$ cat src/rtl/delayed_branch_ctrl_if.sv
// Delayed-branch controller bus: enqueue, flag resolve and next-PC select.
// master drives the branch-decode/flag side, slave is the controller.
interface delayed_branch_ctrl_if #(
    parameter int AW = 9
);
    logic          stall_in;
    logic          enq_valid;
    logic [AW-1:0] enq_dest;
    logic [2:0]    enq_cond;
    logic          flags_valid;
    logic          N;
    logic          V;
    logic          Z;
    logic [AW-1:0] bgu_pc_next;
    logic [AW-1:0] pc_out;
    logic          pc_we;
    logic          flush;
    logic          odd_target;
    logic          full;
    logic          busy;
    logic          overflow;

    modport master (
        output stall_in, enq_valid, enq_dest, enq_cond,
        output flags_valid, N, V, Z, bgu_pc_next,
        input  pc_out, pc_we, flush, odd_target,
        input  full, busy, overflow
    );

    modport slave (
        input  stall_in, enq_valid, enq_dest, enq_cond,
        input  flags_valid, N, V, Z, bgu_pc_next,
        output pc_out, pc_we, flush, odd_target,
        output full, busy, overflow
    );
endinterface

$ cat src/rtl/delayed_branch_ctrl.sv
// In-order queue of delayed conditional branches; the oldest entry is
// resolved against stage-3 flags and a taken one redirects and flushes.
module delayed_branch_ctrl #(
    parameter int DEPTH        = 2,
    parameter int AW           = 9,
    parameter int FLUSH_CYCLES = 2
) (
    input logic                 clk,
    input logic                 rst,
    delayed_branch_ctrl_if.slave bus
);
    localparam int PW = $clog2(DEPTH);
    localparam int CW = PW + 1;
    localparam int FW = $clog2(FLUSH_CYCLES) + 1;

    typedef enum logic [1:0] {
        S_IDLE,
        S_PENDING,
        S_REDIRECT
    } state_t;

    state_t        r_state;
    logic [AW-1:0] r_dest [DEPTH];
    logic [2:0]    r_cond [DEPTH];
    logic [PW-1:0] r_rd;
    logic [PW-1:0] r_wr;
    logic [CW-1:0] r_count;
    logic [FW-1:0] r_fcnt;
    logic [AW-1:0] r_target;
    logic          r_flush;
    logic          r_odd;
    logic          r_ovf;

    logic          w_run;
    logic          w_taken;
    logic          w_resolve;
    logic          w_take;
    logic          w_pop;
    logic          w_full;
    logic          w_enq;
    logic          w_push;
    logic          w_ovf;
    logic [CW-1:0] w_count_nxt;
    logic [AW-1:0] w_head_dest;

    function automatic logic cond_eval(
        input logic [2:0] c,
        input logic       n,
        input logic       v,
        input logic       z
    );
        logic l;
        l = n ^ v;
        case (c)
            3'd0:    cond_eval = 1'b0;
            3'd1:    cond_eval = 1'b1;
            3'd2:    cond_eval = z;
            3'd3:    cond_eval = ~z;
            3'd4:    cond_eval = l;
            3'd5:    cond_eval = l | z;
            3'd6:    cond_eval = ~z & ~l;
            default: cond_eval = ~l;
        endcase
    endfunction

    assign w_run       = ~bus.stall_in;
    assign w_head_dest = r_dest[r_rd];
    assign w_taken     = cond_eval(r_cond[r_rd], bus.N, bus.V, bus.Z);
    assign w_resolve   = w_run && r_state == S_PENDING && bus.flags_valid;
    assign w_take      = w_resolve && w_taken;
    assign w_pop       = w_resolve && !w_taken;
    assign w_full      = r_count == CW'(DEPTH);
    // A taken resolve kills any same-cycle push: it is on the wrong path.
    assign w_enq       = w_run && r_state != S_REDIRECT
                         && bus.enq_valid && !w_take;
    assign w_push      = w_enq && (!w_full || w_pop);
    assign w_ovf       = w_enq && w_full && !w_pop;
    assign w_count_nxt = r_count + CW'(w_push) - CW'(w_pop);

    always_ff @(posedge clk) begin
        if (rst) begin
            r_state  <= S_IDLE;
            r_rd     <= '0;
            r_wr     <= '0;
            r_count  <= '0;
            r_fcnt   <= '0;
            r_target <= '0;
            r_flush  <= 1'b0;
            r_odd    <= 1'b0;
            r_ovf    <= 1'b0;
        end else if (w_run) begin
            if (w_push) begin
                r_dest[r_wr] <= bus.enq_dest;
                r_cond[r_wr] <= bus.enq_cond;
                r_wr         <= r_wr + 1'b1;
            end
            if (w_pop)
                r_rd <= r_rd + 1'b1;
            if (w_ovf)
                r_ovf <= 1'b1;
            r_count <= w_count_nxt;
            unique case (r_state)
                S_IDLE: begin
                    if (w_push)
                        r_state <= S_PENDING;
                end
                S_PENDING: begin
                    if (w_take) begin
                        r_rd     <= '0;
                        r_wr     <= '0;
                        r_count  <= '0;
                        r_target <= {w_head_dest[AW-1:1], 1'b0};
                        r_odd    <= w_head_dest[0];
                        r_flush  <= 1'b1;
                        r_fcnt   <= '0;
                        r_state  <= S_REDIRECT;
                    end else if (w_count_nxt == '0) begin
                        r_state <= S_IDLE;
                    end
                end
                S_REDIRECT: begin
                    if (r_fcnt == FW'(FLUSH_CYCLES - 1)) begin
                        r_flush <= 1'b0;
                        r_state <= S_IDLE;
                    end else begin
                        r_fcnt <= r_fcnt + 1'b1;
                    end
                end
                default: r_state <= S_IDLE;
            endcase
        end
    end

    assign bus.pc_out     = (r_state == S_REDIRECT) ? r_target
                                                    : bus.bgu_pc_next;
    assign bus.pc_we      = w_run && (r_state != S_REDIRECT
                                      || r_fcnt == '0);
    assign bus.flush      = r_flush;
    assign bus.odd_target = r_odd;
    assign bus.full       = w_full;
    assign bus.busy       = r_state != S_IDLE || r_count != '0;
    assign bus.overflow   = r_ovf;
endmodule
$ cat src/flat_wrapper.sv
// flat-port wrapper written by rule: the top's interface ports become plain ports
module delayed_branch_ctrl_flat 
#(
    parameter int DEPTH        = 2,
    parameter int AW           = 9,
    parameter int FLUSH_CYCLES = 2
)
  (clk, rst, bus_stall_in, bus_enq_valid, bus_enq_dest, bus_enq_cond, bus_flags_valid, bus_N, bus_V, bus_Z, bus_bgu_pc_next, bus_pc_out, bus_pc_we, bus_flush, bus_odd_target, bus_full, bus_busy, bus_overflow);
  delayed_branch_ctrl_if #(.AW(AW)) bus_i ();
  input logic clk;
  input logic rst;
  input wire logic [$bits(bus_i.stall_in)-1:0] bus_stall_in;
  input wire logic [$bits(bus_i.enq_valid)-1:0] bus_enq_valid;
  input wire logic [$bits(bus_i.enq_dest)-1:0] bus_enq_dest;
  input wire logic [$bits(bus_i.enq_cond)-1:0] bus_enq_cond;
  input wire logic [$bits(bus_i.flags_valid)-1:0] bus_flags_valid;
  input wire logic [$bits(bus_i.N)-1:0] bus_N;
  input wire logic [$bits(bus_i.V)-1:0] bus_V;
  input wire logic [$bits(bus_i.Z)-1:0] bus_Z;
  input wire logic [$bits(bus_i.bgu_pc_next)-1:0] bus_bgu_pc_next;
  output wire logic [$bits(bus_i.pc_out)-1:0] bus_pc_out;
  output wire logic [$bits(bus_i.pc_we)-1:0] bus_pc_we;
  output wire logic [$bits(bus_i.flush)-1:0] bus_flush;
  output wire logic [$bits(bus_i.odd_target)-1:0] bus_odd_target;
  output wire logic [$bits(bus_i.full)-1:0] bus_full;
  output wire logic [$bits(bus_i.busy)-1:0] bus_busy;
  output wire logic [$bits(bus_i.overflow)-1:0] bus_overflow;
  assign bus_i.stall_in = bus_stall_in;
  assign bus_i.enq_valid = bus_enq_valid;
  assign bus_i.enq_dest = bus_enq_dest;
  assign bus_i.enq_cond = bus_enq_cond;
  assign bus_i.flags_valid = bus_flags_valid;
  assign bus_i.N = bus_N;
  assign bus_i.V = bus_V;
  assign bus_i.Z = bus_Z;
  assign bus_i.bgu_pc_next = bus_bgu_pc_next;
  assign bus_pc_out = bus_i.pc_out;
  assign bus_pc_we = bus_i.pc_we;
  assign bus_flush = bus_i.flush;
  assign bus_odd_target = bus_i.odd_target;
  assign bus_full = bus_i.full;
  assign bus_busy = bus_i.busy;
  assign bus_overflow = bus_i.overflow;
  delayed_branch_ctrl #(.DEPTH(DEPTH), .AW(AW), .FLUSH_CYCLES(FLUSH_CYCLES)) u_core (.clk(clk), .rst(rst), .bus(bus_i));
endmodule
$ cat config.mk
export PLATFORM = sky130hd
export DESIGN_NAME = delayed_branch_ctrl_flat
export DESIGN_NICKNAME = d
export VERILOG_FILES = /design/src/rtl/delayed_branch_ctrl_if.sv /design/src/rtl/delayed_branch_ctrl.sv /design/src/flat_wrapper.sv
export SDC_FILE = /design/constraint.sdc
export NUM_CORES = 1
export LEC_CHECK = 0
export BUFFER_PORTS_ARGS = -buffer_cell sky130_fd_sc_hd__buf_4
export CORE_AREA = 2 2 65 67
export CTS_CLUSTER_DIAMETER = 40
export DETAILED_ROUTE_END_ITERATION = 6
export DIE_AREA = 0 0 67 69
export PLACE_DENSITY = 0.77
export SLEW_MARGIN = 30
export SYNTH_ARGS = -nofsm -noshare
export SYNTH_HDL_FRONTEND = slang
export SYNTH_SLANG_ARGS = --single-unit
$ cat constraint.sdc
create_clock -name clk -period 3.7 [get_ports clk]
set_clock_uncertainty 0.15 [all_clocks]
set_input_delay 0 -clock clk [delete_from_list [all_inputs] [get_ports clk]]
set_output_delay 0 -clock clk [all_outputs]
set_load 0.05 [all_outputs]
==> results of run 1 <==
cells by family after synthesis:
group           Yosys count  share of synthesized area
mux                      22                      0.114
buf+inv                  18                     0.0345
compound gates           33                      0.120
flops                    44                      0.552
fa+ha+maj                 7                     0.0432
xor+xnor                  4                     0.0173
simple gates             45                      0.118
what timing repair did:
action,4_1_cts,5_1_grt
resized for setup,0,0
hold buffers,15,0
hold endpoints to repair,42,0
final timing paths:
| path | startpoint | end | slack, ns | cells past startpoint |
|---|---|---|---|---|
| max | register | u_core.r_state[0]$_SDFFE_PP0P_ | 0.38 | 14 |
| min | bus_flags_valid | u_core.r_state[0]$_SDFFE_PP0P_ | 0.05 | 4 |
| max reg2reg | register | u_core.r_state[0]$_SDFFE_PP0P_ | 0.38 | 14 |
| min reg2reg | u_core.bus.overflow$_SDFFE_PP0P_ | u_core.bus.overflow$_SDFFE_PP0P_ | 0.34 | 2 |
report_power, final:
group | internal (mW) | leakage (nW) | switching (mW)
clock network | 0.194 | 0.0596 | 0.158
logic | 0.0721 | 0.579 | 0.0905
registers | 0.529 | 0.380 | 0.00816
per-layer routing:
layer	vias up	wire, um
met3	7	202
met5	-	0
li1	755	-
met4	0	47
met2	43	2190
met1	717	1730
worst max-delay path: stages, from the launching register on:
cell     delay [ns]
dfxtp_1        0.44
mux2i_1        0.33
mux2i_1        0.15
a211o_2        0.41
and2_1         0.16
nor2_1         0.10
ha_1           0.24
inv_1          0.06
ha_1           0.15
xnor2_1        0.18
xnor2_1        0.10
o31ai_1        0.20
a41oi_1        0.11
or3_1          0.35
a21oi_1        0.15
registers in the layout, summed over array words and instances (netlist names), named ones only:
| register | cells |
|---|---|
| u_core.bus.flush | 1 |
| u_core.r_count | 2 |
| u_core.bus.odd_target | 1 |
| u_core.r_wr | 1 |
| u_core.r_rd | 1 |
| u_core.r_fcnt | 2 |
| u_core.r_state | 2 |
| u_core.r_cond | 6 |
| u_core.r_dest | 18 |
| u_core.bus.overflow | 1 |
| u_core.r_target | 8 |
layout by cell type (no fill, tap or decap), types with 4 or more instances in the layout:
cell type / count
buf_4: 45
edfxtp_1: 24
dfxtp_1: 20
nor2_1: 15
dlygate4sd3_1: 15
mux2i_1: 13
inv_1: 11
a211oi_1: 10
mux2_2: 9
ha_1: 7
nand2_1: 6
a21oi_1: 6
clkbuf_8: 6
xnor2_1: 4
a31oi_1: 4
area by class of cell:
type | instances | share of cell area
tap | 50 | 0.0234
clock inverter | 1 | 0.00328
inverter | 11 | 0.0154
clock buffer | 7 | 0.0402
multi-input combinational | 111 | 0.316
sequential | 44 | 0.419
timing repair buffer | 60 | 0.182
==> impl_metrics.json, run 1 <==
{
  "status": "completed",
  "multi_input_area_um2": 845,
  "routed_wl_um": 4180,
  "worst_skew_pair.late_latency_ns": 0.29,
  "tightest_slew_ns": 0.612,
  "postCtsSetupBuffers": 0,
  "cp.arrival_ns": 3.40,
  "use_met1": 0.245,
  "viasPerCell": 5.36,
  "cts.htree.levels": 2,
  "grt_max_degree": 23,
  "cts.sinks": 44,
  "min_path_type": "input pin to register",
  "setup_tns_ns": 0,
  "drt-pass1-iter-count": 5,
  "ioPinCount": 44,
  "yosysTopAreaCellShare": 0.355,
  "drv_cap": 0,
  "finalPower_mw": 1.05,
  "drv_slew": 0,
  "detailed_place_hpwl_um": 2960,
  "place_congestion": 0.836,
  "setup_violations": 0,
  "ys_warn_count": 0,
  "p_per_area_nw_per_um2": 393,
  "hold_violations": 0,
  "avgSynthCellArea_um2": 11.7,
  "stdcell_count": 284,
  "core_um2": 3910,
  "final_area_um2": 2670,
  "met3_usage": 0.0375,
  "ys_types": 41,
  "die_h_um": 69,
  "dp_cells": 261,
  "drc": 0,
  "post-place-ws_ns": 0.395,
  "synth_commonest_cells": "24 x edfxtp_1, 20 x dfxtp_1, 15 x nor2_1, 13 x mux2i_1, 11 x inv_1",
  "antenna_left": 0,
  "clk_root_buffer_cell": "clkbuf_8",
  "relSlewSlack": 0.592,
  "antenna_found_initial": 0,
  "place_area_um2": 2410,
  "crit_required_ns": 3.78,
  "hold_ws_ns": 0.0503,
  "drive_gt1_frac": 0.291,
  "path_class": "register to register",
  "start_util": 0.519,
  "syn2layout_area_growth_pct": 31.8,
  "fin_util": 0.683,
  "cts_inserted_buffers": 5,
  "cts_tree": "built",
  "fp.dieW_um": 67,
  "nFillCells": 304,
  "drtIter0Drc": 81,
  "syn_nets": 209,
  "endpoint_kind": "register",
  "grt_busiest_layer": "met2",
  "synth-edff-count": 24,
  "routedWlPerCell_um": 14.7,
  "startpoint_type": "register",
  "grt_pass1_wl_um": 7030,
  "synthCells": 173,
  "n_antenna_cell": 0,
  "met2_usage": 0.340,
  "clk_pin_slew_worst_paths_ns": 0.08,
  "fmax_mhz": 301,
  "peakVddDrop_v": 0.000265,
  "vias": 1522,
  "async_reset_ff_frac": 0,
  "overflow": 0,
  "yosys-top-cells-area": "edfxtp_1 36%, dfxtp_1 20%, mux2i_1 6.4%",
  "rsz0062_at_grt": "false",
  "yosysMostFrequentCell": "edfxtp_1",
  "worst_slack_ns": 0.378,
  "fin_crit_ns": 3.32,
  "grt_pass1_vias": 1573,
  "numPortBuffers": 43,
  "final.period_utilization": 0.898,
  "nets": 269,
  "seqCellArea_um2": 1120,
  "rows": 23,
  "ys_seq_elements": 44,
  "cp_max_fo": 5,
  "ys_seq_area_frac": 0.552,
  "clk_path_buf_depth": 2,
  "grtUsageTotal": 0.199,
  "syn_area_um2": 2030,
  "ys.flop_type": "edfxtp_1",
  "yosysTopAreaCell": "edfxtp_1",
  "die-area_um2": 4620,
  "p_leak_nw": 1.02
}
No activity file was read; power rests on OpenSTA's default activity.
==> run 2, diff against run 1 <==
Settings changed: BUFFER_PORTS_ARGS -buffer_cell sky130_fd_sc_hd__buf_4 to unset, CORE_AREA 2 2 65 67 to 2 2 61 63, DIE_AREA 0 0 67 69 to 0 0 63 65, DONT_BUFFER_PORTS set to 1, PLACE_DENSITY 0.77 to 0.75.
==> impl_metrics.json, run 2 (synthesis gave the netlist of run 1 again) <==
{
  "status": "completed",
  "drt-pass1-iter-count": 5,
  "clockPowerShare": 0.315,
  "pwr-share-seq": 0.559,
  "postCtsSetupBuffers": 0,
  "crit_chain": "mux2i_1, mux2i_1, a211o_2, and2_1, nor2_1, ha_1, inv_1, ha_1, xnor2_1, xnor2_1, o31ai_1, a41oi_1, or3_1, a21oi_1",
  "overflow": 0,
  "m1WireLength_um": 1560,
  "drv_cap": 0,
  "swShare": 0.258,
  "combPwrFrac": 0.125,
  "clk_path_buf_depth": 2,
  "drtIter0Drc": 71,
  "reg2reg_slack_ns": 0.36,
  "cts_inserted_buffers": 5,
  "worstSetupPathDepth": 14,
  "p_int_mw": 0.719,
  "endpoint_kind": "register",
  "stdcell_count": 244,
  "startpoint_type": "register",
  "dp_cells": 217,
  "hold_violations": 0,
  "routed-wl-met3_um": 159,
  "reg_top3": "u_core.r_dest: 18 flops, u_core.r_target: 8 flops, u_core.r_cond: 6 flops",
  "detailed_place_hpwl_um": 2630,
  "grt_pass1_vias": 1373,
  "worst_skew_pair.late_latency_ns": 0.36,
  "final.period_utilization": 0.902,
  "setup_violations": 0,
  "viasPerCell": 5.61,
  "relSlewSlack": 0.375,
  "p_leak_nw": 0.813,
  "rr_worst_depth": 14,
  "n_antenna_cell": 0,
  "routed_wl_um": 3850,
  "final_area_um2": 2370,
  "cp_max_fo": 5,
  "core_um2": 3500,
  "crit_family": "compound AO/OA/AOI/OAI gates",
  "fin_crit_ns": 3.34,
  "ioPinCount": 44,
  "antenna_left": 0,
  "rows": 22,
  "syn2layout_area_growth_pct": 16.6,
  "die_h_um": 65,
  "vias": 1370,
  "cts.htree.levels": 2,
  "wl_met2_um": 2070,
  "slowest_stage": "dfxtp_1",
  "place_area_um2": 2090,
  "rsz0062_at_grt": "false",
  "peakVddDrop_v": 0.000434,
  "nets": 231,
  "numPortBuffers": 0,
  "largest_reg_flops": 18,
  "cts.sinks": 44,
  "grt_max_degree": 23,
  "cts_tree": "built",
  "critPathCapture": "u_core.r_state[0]$_SDFFE_PP0P_",
  "final_cell_mix": "24 x edfxtp_1, 20 x dfxtp_1, 19 x dlygate4sd3_1",
  "place_congestion": 0.889,
  "crit_required_ns": 3.85,
  "grt_pass1_wl_um": 6270,
  "p_per_area_nw_per_um2": 410,
  "path_class": "register to register",
  "clk_pin_slew_worst_paths_ns": 0.14,
  "setup_tns_ns": 0,
  "clk_root_buffer_cell": "clkbuf_4",
  "cp_slowest_stage_delay_ns": 0.44,
  "power.switching_mw": 0.250,
  "cp.arrival_ns": 3.49,
  "top_register": "u_core.r_dest",
  "drv_slew": 0,
  "min_path_type": "input pin to register",
  "routedWlPerCell_um": 15.8,
  "tightest_slew_ns": 0.935,
  "r2r-end": "u_core.r_state[0]$_SDFFE_PP0P_",
  "fmax_mhz": 299,
  "start_util": 0.581,
  "fp.dieW_um": 63,
  "grtUsageTotal": 0.200,
  "antenna_found_initial": 0,
  "crit_buf_inv": 1,
  "final_common_cell": "edfxtp_1",
  "drive_gt1_frac": 0.138,
  "die-area_um2": 4100,
  "top_layer_used": "met4",
  "drc": 0
}
==> run 2: tightest hold or removal path, stage by stage <==
cell,delay [ns]
inv_1,0.02
nor2_1,0.09
a31oi_1,0.15
o31ai_1,0.23
==> run 2: timing repair <==
item / CTS / global route
gates resized for setup: 0 / 0
endpoints found under the hold margin: 56 / 1
hold buffers: 18 / 1
endpoints found under the setup margin: 0 / 0
==> run 2: how the worst min path moves through the flow <==
stage                               start                        endpoint  slack [ns]  cells past startpoint
final                     bus_flags_valid   u_core.bus.flush$_SDFFE_PP0P_       0.001                      4
after global routing      bus_flags_valid   u_core.bus.flush$_SDFFE_PP0P_        0.03                      4
after CTS                 bus_flags_valid   u_core.bus.flush$_SDFFE_PP0P_       0.007                      4
after detailed placement              rst  u_core.r_state[1]$_SDFFE_PP0P_       -0.08                      1
after global placement                rst  u_core.r_count[0]$_SDFFE_PP0N_       -0.08                      1
after floorplan           bus_enq_cond[0]   u_core.r_cond[0][0]$_DFFE_PP_       -0.05                      0
==> run 2: layer usage <==
metal  global-route usage  up-vias
met5                    0        -
met4               0.0750        0
met3               0.0625        8
met2                0.368       30
met1                0.215      650
li1                     -      682
==> run 2: power groups by stage <==
stage / combinational, mW / clock [mW] / sequential, mW
final: 0.121 / 0.306 / 0.542
after global routing: 0.131 / 0.335 / 0.544
after CTS: 0.120 / 0.311 / 0.542
after detailed placement: 0.0987 / 0 / 0.553
after global placement: 0.0974 / 0 / 0.553
after floorplan: 0.0897 / 0 / 0.550
==> run 2: layout make-up <==
class / count / area [um2]
tap: 48 / 60.1
clock buffer: 5 / 37.5
sequential: 44 / 1120
timing repair buffer: 22 / 213
clock inverter: 3 / 46.3
fill: 296 / 1130
inverter: 11 / 41.3
multi-input combinational: 111 / 848
==> run 2: through the flow <==
| step | hold slack (ns) | worst slack [ns] | utilization | total power, mW |
|---|---|---|---|---|
| finish | 0.00137 | 0.361 | 0.677 | 0.970 |
| global route | 0.0283 | 0.102 | 0.677 | 1.01 |
| floorplan | -0.0511 | 0.525 | - | 0.640 |
| CTS | 0.00660 | 0.342 | 0.673 | 0.974 |
| global placement | -0.0775 | 0.595 | 0.598 | 0.650 |
| detailed placement | -0.0763 | 0.393 | 0.598 | 0.652 |
